## config.mk

```make
export PLATFORM = sky130hd
export DESIGN_NAME = seq_frame_tx
export DESIGN_NICKNAME = d
export VERILOG_FILES = /design/src/rtl/seq_frame_tx_pkg.sv /design/src/rtl/seq_fifo.sv /design/src/rtl/seq_frame_tx.sv
export SDC_FILE = /design/constraint.sdc
export NUM_CORES = 2
export LEC_CHECK = 0
export ABC_AREA = 0
export CAP_MARGIN = 20
export CORE_MARGIN = 8
export CORE_UTILIZATION = 45
export DETAILED_ROUTE_END_ITERATION = 7
export HOLD_SLACK_MARGIN = 0.08
export SLEW_MARGIN = 20
export SYNTH_ARGS = -nofsm -noshare
export SYNTH_HDL_FRONTEND = slang
export SYNTH_SLANG_ARGS = --single-unit
```

## constraint.sdc

```tcl
create_clock -name clk -period 33.7 [get_ports clk]
set_input_delay 8.425 -clock clk [delete_from_list [all_inputs] [get_ports clk]]
set_output_delay 8.425 -clock clk [all_outputs]
set_load 0.02 [all_outputs]
```

## src/rtl/seq_frame_tx_pkg.sv

```systemverilog
`default_nettype none
// ============================================================================
// Module  : seq_frame_tx_pkg
// Brief   : Shared defaults, FSM encoding and array types for the sort-path
//           UART framers (rx/tx buffers).
// Revision: 1.0 - initial release
// ============================================================================
package seq_frame_tx_pkg;

    localparam int unsigned c_def_width    = 32;
    localparam int unsigned c_def_depth    = 8;
    localparam int unsigned c_def_num_seq  = 10;
    localparam logic [7:0]  c_def_end_byte = 8'h0A;

    localparam logic [2:0] c_st_idle      = 3'd0;
    localparam logic [2:0] c_st_load      = 3'd1;
    localparam logic [2:0] c_st_send      = 3'd2;
    localparam logic [2:0] c_st_wait_hi   = 3'd3;
    localparam logic [2:0] c_st_wait_lo   = 3'd4;
    localparam logic [2:0] c_st_term_send = 3'd5;
    localparam logic [2:0] c_st_term_hi   = 3'd6;
    localparam logic [2:0] c_st_term_lo   = 3'd7;

    // Bit 0 of an element is its MSB, so element bytes go out [0:7] first.
    typedef logic [0:c_def_width-1] elem_t;
    typedef elem_t arr_t [0:c_def_depth-1];

    function automatic int unsigned frame_bytes(input int unsigned width,
                                                input int unsigned depth);
        return (width * depth) / 8;
    endfunction

endpackage
`default_nettype wire

```

## src/rtl/seq_fifo.sv

```systemverilog
`default_nettype none
// ============================================================================
// Module  : seq_fifo
// Brief   : Circular FIFO of whole flattened arrays with a 1-bit sideband.
// Revision: 1.0 - initial release
// ============================================================================
module seq_fifo #(
    parameter int unsigned DATA_W  = 256,
    parameter int unsigned NUM_SEQ = 10,
    parameter int unsigned CNT_W   = $clog2(NUM_SEQ + 1)
) (
    input  logic              clk,
    input  logic              rst,
    input  logic              i_push,
    input  logic              i_pop,
    input  logic [DATA_W-1:0] i_data,
    input  logic              i_last,
    output logic [DATA_W-1:0] o_data,
    output logic              o_last,
    output logic [CNT_W-1:0]  o_count,
    output logic              o_full,
    output logic              o_empty
);

    localparam int unsigned c_ptr_w = (NUM_SEQ > 1) ? $clog2(NUM_SEQ) : 1;

    logic [DATA_W-1:0]  r_mem      [0:NUM_SEQ-1];
    logic               r_mem_last [0:NUM_SEQ-1];
    logic [c_ptr_w-1:0] r_wr_ptr;
    logic [c_ptr_w-1:0] r_rd_ptr;
    logic [CNT_W-1:0]   r_count;
    logic               w_push;
    logic               w_pop;

    // Pushes while full are dropped without touching any state.
    assign w_push  = i_push & ~o_full;
    assign w_pop   = i_pop & ~o_empty;
    assign o_full  = (r_count == CNT_W'(NUM_SEQ));
    assign o_empty = (r_count == '0);
    assign o_count = r_count;
    assign o_data  = r_mem[r_rd_ptr];
    assign o_last  = r_mem_last[r_rd_ptr];

    always_ff @(posedge clk) begin
        if (w_push) begin
            r_mem[r_wr_ptr]      <= i_data;
            r_mem_last[r_wr_ptr] <= i_last;
        end
    end

    always_ff @(posedge clk or posedge rst) begin
        if (rst) begin
            r_wr_ptr <= '0;
            r_rd_ptr <= '0;
            r_count  <= '0;
        end else begin
            if (w_push) begin
                r_wr_ptr <= (r_wr_ptr == c_ptr_w'(NUM_SEQ - 1)) ? '0 : r_wr_ptr + 1'b1;
            end
            if (w_pop) begin
                r_rd_ptr <= (r_rd_ptr == c_ptr_w'(NUM_SEQ - 1)) ? '0 : r_rd_ptr + 1'b1;
            end
            case ({w_push, w_pop})
                2'b10:   r_count <= r_count + 1'b1;
                2'b01:   r_count <= r_count - 1'b1;
                default: r_count <= r_count;
            endcase
        end
    end

endmodule
`default_nettype wire

```

## src/rtl/seq_frame_tx.sv

```systemverilog
`default_nettype none
// ============================================================================
// Module  : seq_frame_tx
// Brief   : Buffers arrays and serialises them MSB-byte-first to a byte UART,
//           appending END_BYTE after each batch-final array.
// Revision: 1.0 - initial release
// ============================================================================
module seq_frame_tx
    import seq_frame_tx_pkg::*;
#(
    parameter int unsigned WIDTH    = c_def_width,
    parameter int unsigned DEPTH    = c_def_depth,
    parameter int unsigned NUM_SEQ  = c_def_num_seq,
    parameter logic [7:0]  END_BYTE = c_def_end_byte
) (
    input  logic               clk,
    input  logic               rst,
    input  logic               valid_in,
    input  logic               last_in,
    input  logic [0:WIDTH-1]   array_in [0:DEPTH-1],
    output logic               ready,
    output logic               full,
    input  logic               tx_busy,
    output logic [7:0]         byte_out,
    output logic               tx_start,
    output logic               idle
);

    localparam int unsigned c_data_w = WIDTH * DEPTH;
    localparam int unsigned c_nbytes = frame_bytes(WIDTH, DEPTH);
    localparam int unsigned c_idx_w  = $clog2(c_nbytes);
    localparam int unsigned c_cnt_w  = $clog2(NUM_SEQ + 1);

    logic [c_data_w-1:0] w_flat;
    logic [c_data_w-1:0] w_head;
    logic                w_head_last;
    logic [c_cnt_w-1:0]  w_count;
    logic                w_empty;
    logic                w_pop;

    logic [2:0]          r_state;
    logic [c_data_w-1:0] r_work;
    logic [c_idx_w-1:0]  r_idx;
    logic                r_last;
    logic [1:0]          r_to;
    logic [7:0]          r_byte;

    // Element 0 lands in the top word so the stream shifts out from the MSB.
    for (genvar e = 0; e < DEPTH; e++) begin : g_flat
        assign w_flat[(DEPTH-e)*WIDTH-1 -: WIDTH] = array_in[e];
    end

    assign w_pop = (r_state == c_st_load);

    seq_fifo #(
        .DATA_W  (c_data_w),
        .NUM_SEQ (NUM_SEQ),
        .CNT_W   (c_cnt_w)
    ) u_fifo (
        .clk     (clk),
        .rst     (rst),
        .i_push  (valid_in),
        .i_pop   (w_pop),
        .i_data  (w_flat),
        .i_last  (last_in),
        .o_data  (w_head),
        .o_last  (w_head_last),
        .o_count (w_count),
        .o_full  (full),
        .o_empty (w_empty)
    );

    assign ready    = ~full;
    assign idle     = (r_state == c_st_idle) & w_empty;
    assign byte_out = r_byte;
    assign tx_start = ((r_state == c_st_send) | (r_state == c_st_term_send)) & ~tx_busy;

    always_ff @(posedge clk or posedge rst) begin
        if (rst) begin
            r_state <= c_st_idle;
            r_work  <= '0;
            r_idx   <= '0;
            r_last  <= 1'b0;
            r_to    <= 2'd0;
            r_byte  <= 8'h00;
        end else begin
            case (r_state)
                c_st_idle: begin
                    if (w_count != '0) r_state <= c_st_load;
                end
                c_st_load: begin
                    r_work  <= w_head;
                    r_byte  <= w_head[c_data_w-1 -: 8];
                    r_idx   <= '0;
                    r_last  <= w_head_last;
                    r_state <= c_st_send;
                end
                c_st_send, c_st_term_send: begin
                    if (!tx_busy) begin
                        r_to    <= 2'd0;
                        r_state <= (r_state == c_st_send) ? c_st_wait_hi : c_st_term_hi;
                    end
                end
                // A transmitter that never raises busy is assumed to have taken the byte.
                c_st_wait_hi, c_st_term_hi: begin
                    if (tx_busy || (r_to == 2'd3)) begin
                        r_state <= (r_state == c_st_wait_hi) ? c_st_wait_lo : c_st_term_lo;
                    end else begin
                        r_to <= r_to + 2'd1;
                    end
                end
                c_st_wait_lo: begin
                    if (!tx_busy) begin
                        if (r_idx != c_idx_w'(c_nbytes - 1)) begin
                            r_idx   <= r_idx + 1'b1;
                            r_work  <= {r_work[c_data_w-9:0], 8'h00};
                            r_byte  <= r_work[c_data_w-9 -: 8];
                            r_state <= c_st_send;
                        end else if (r_last) begin
                            r_byte  <= END_BYTE;
                            r_state <= c_st_term_send;
                        end else if (w_count != '0) begin
                            r_state <= c_st_load;
                        end else begin
                            r_state <= c_st_idle;
                        end
                    end
                end
                c_st_term_lo: begin
                    if (!tx_busy) begin
                        r_state <= (w_count != '0) ? c_st_load : c_st_idle;
                    end
                end
                default: r_state <= c_st_idle;
            endcase
        end
    end

endmodule
`default_nettype wire

```

==> results by group <==
Timing
  • Final hold vios: 0
  • Layout Skew: 0.0557 ns
  • Least-Margin Pin Slew: 1.26 ns
  • RSZ-0062 raised after global routing: no
  • Endpoints failing setup: 0
  • Period utilization: 54.3%
  • Final worst slack: 15.42 ns
  • Fmax: 54.7 MHz
  • Fin. max-slew vios: 0
  • Min Clock Period, post-route: 18.28 ns
  • Relative slew margins: 16.0%

GRT
  • Vias in the first global route: 56300
  • Pin count of the biggest net entering global routing: 156
  • First-pass GRT wire length: 377 mm
  • Global router's overall resource usage: 19.1%
  • Antenna violations before repair: 95
  • GRT overflow: 0

Detailed routing
  • Drt first pass iters: 5
  • Final ANT Viol Nets: 0
  • Routed vias: 54200
  • DR iter-0 viols: 4047
  • Routed vias/inst: 5.74
  • DRC viols: 0
  • DR WL/cell: 26.9 um
  • Routed WL: 254 mm

Place
  • Detailed placer's ending HPWL: 130 mm
  • PortBufs: 272
  • Gpl congestion: 0.729
  • Place WS: 15.40 ns

Cells and area
  • Proportion of layout cells with a drive suffix above 1: 21.0%
  • Nets@finish: 6229
  • Layout area overhead: 13.7%

Power
  • Maximum VDD drop: 65.0 uV
  • Power Dens Cells: 84.8 nW/um^2
  • P_leak: 40.7 nW
  • Overall power: 10.7 mW

Worst setup path
  • Kind of start point of the critical path: input pin
  • Req. time, crit path: 25.27 ns
  • Critical path capture point type: output port
  • Setup CP Type: in2out
  • CP arrival: 9.86 ns
  • Crit path max fanout: 10

Clock tree
  • CTS sink count: 2849
  • # hold bufs at CTS: 0
  • Clock transition at path regs: 0.06 ns
  • Post-CTS Setup Bufs: 0
  • CTS H-tree depth: 5
  • Clock buffer depth: 4
  • Cell chosen for the clock root: clkbuf_16
  • Post-cts resize count: 0
  • CTS tree: done
  • CTS buffer count: 306
  • Clock latency on the worst-skew pair: 0.94 ns

Synthesis
  • Synth Flop Type: edfxtp_1
  • Synth warnings: 0
  • Sequential share of the synthesized area: 76.1%
  • Flip-flop and latch count after synthesis: 2849
  • Synthesized Nets: 5900
  • Number of flops mapped to enable cells by yosys: 2570
  • Mapped Area: 111000 um^2
  • Distinct cells, synth: 52
  • Ys async rst share: 9.79%
  • Gate count of the mapped netlist: 5633
  • Syn avg cell area: 19.6 um^2

Job
  • Max_cap viols: 0

Floorplanning
  • Core box area: 245000 um^2
  • DIE WIDTH: 512 um
  • Ports: 273
  • Die Area: 262000 um^2
  • Initial Utilization: 45.1%
  • Die Y-Extent: 512 um
  • FP Rows: 182

Worst hold path
  • Class of the worst hold path: reg2reg

Outcome
  • Outcome: complete, no violations
-- per-layer routing --
layer / vias up / GRT usage [%] / share of wire (%)
met5: - / 0 / 0.085
met4: 34 / 5.56 / 2.2
met3: 419 / 4.22 / 6.0
met2: 1377 / 31.3 / 49
met1: 28900 / 25.8 / 42
li1: 23500 / - / -
-- power breakdown --
part           internal, mW  switching [mW]  leakage [nW]
logic                  1.20            1.54          9.57
registers              4.40           0.261          26.4
clock network          1.95            1.31          4.73
-- flip-flops by register name, summed over array words and instances, names as in the netlist, 4 cells and up --
signal and count:
u_fifo.r_rd_ptr 4, r_work 248, r_idx 5, byte_out 8, u_fifo.r_mem_last 10, u_fifo.o_count 4
u_fifo.r_mem 2560, u_fifo.r_wr_ptr 4
-- stage by stage --
step                utilization (%)  cell area, um^2  hold slack [ns]  TNS, ns  instances
CTS                            51.3           126000            0.474        0       9405
global route                   51.3           126000            0.493        0       9422
detailed placement             47.3           116000            0.462        0       8874
global placement               47.3           116000            0.456        0       8874
finish                         51.3           126000            0.472        0       9447
floorplan                         -           111000            0.439  -423.75       5633
-- final timing paths --
path,start,endpoint,slack [ns],depth (start not counted)
setup / recovery,tx_busy,tx_start,15.42,3
hold / removal,r_work[3]$_DFFE_PP0P_,r_work[3]$_DFFE_PP0P_,0.47,2
setup reg to reg,u_fifo.o_count[0]$_DFFE_PP0P_,u_fifo.r_mem[6][121]$_DFFE_PP_,28.54,7
hold reg to reg,r_work[3]$_DFFE_PP0P_,r_work[3]$_DFFE_PP0P_,0.47,2
max in group asynchronous,rst,r_work[34]$_DFFE_PP0P_,23.60,4
min in group asynchronous,rst,r_work[162]$_DFFE_PP0P_,8.09,2
-- cells in the mapped netlist (3+ instances only) --
master / instances / area (um^2)
o21ai_1: 249 / 1250
buf_2: 102 / 510
buf_1: 29 / 109
buf_4: 14 / 105
and3_1: 7 / 43.8
nor2_1: 258 / 968
buf_12: 44 / 881
a22o_1: 3 / 26.3
nor4_1: 10 / 62.6
xnor2_1: 4 / 35.0
and2_1: 3 / 18.8
o221ai_1: 6 / 52.6
mux2_2: 250 / 2820
edfxtp_1: 2570 / 77200
nor3_1: 6 / 30.0
inv_1: 7 / 26.3
ha_1: 6 / 75.1
dfrtp_1: 279 / 6980
a21oi_1: 746 / 3730
nand3_1: 6 / 30.0
o21ai_0: 12 / 60.1
nand2b_1: 4 / 25.0
buf_6: 31 / 349
mux4_2: 514 / 11600
nor2b_1: 3 / 18.8
o22ai_1: 6 / 37.5
or3_1: 3 / 18.8
mux2i_1: 259 / 2590
xor2_1: 6 / 52.6
clkbuf_1: 130 / 488
nand2_1: 38 / 143
-- worst max-delay path, stage by stage --
cell             delay, ns
clkdlybuf4s50_1       0.57
a21oi_1               0.21
clkdlybuf4s50_1       0.65
-- cells in the final DEF, fill, tap and decap left out, types with 81 or more instances in the layout --
master | netlist | routed
edfxtp_1 | 2570 | 2570
a21oi_1 | 746 | 746
mux4_2 | 514 | 514
clkbuf_16 | 0 | 314
dfrtp_1 | 279 | 275
clkdlybuf4s50_1 | 0 | 272
mux2i_1 | 259 | 259
nor2_1 | 258 | 257
mux2_2 | 250 | 250
o21ai_1 | 249 | 249
clkbuf_1 | 130 | 83
buf_4 | 14 | 81
-- cell families (layout without fill, tap and decap cells) --
family	count (synthesis)	count (layout)	synth area share (%)
flops	2849	2849	76.1
compound gates	1035	1035	4.76
mux	1023	1023	15.4
buf+inv	357	909	2.23
simple gates	353	353	1.35
xor+xnor	10	10	0.0792
fa+ha+maj	6	6	0.0679
other cells	0	42	0
-- cell type report --
type | instances | area [um^2]
Sequential cell | 2849 | 84200
Clock buffer | 425 | 8550
Tap cell | 3220 | 4030
Clock inverter | 106 | 1140
Inverter | 7 | 33.8
Antenna cell | 42 | 105
Multi-Input combinational cell | 2427 | 24000
Timing Repair Buffer | 371 | 3690
Fill cell | 19500 | 119000
Note: power is estimated with default switching activity, not from simulation.
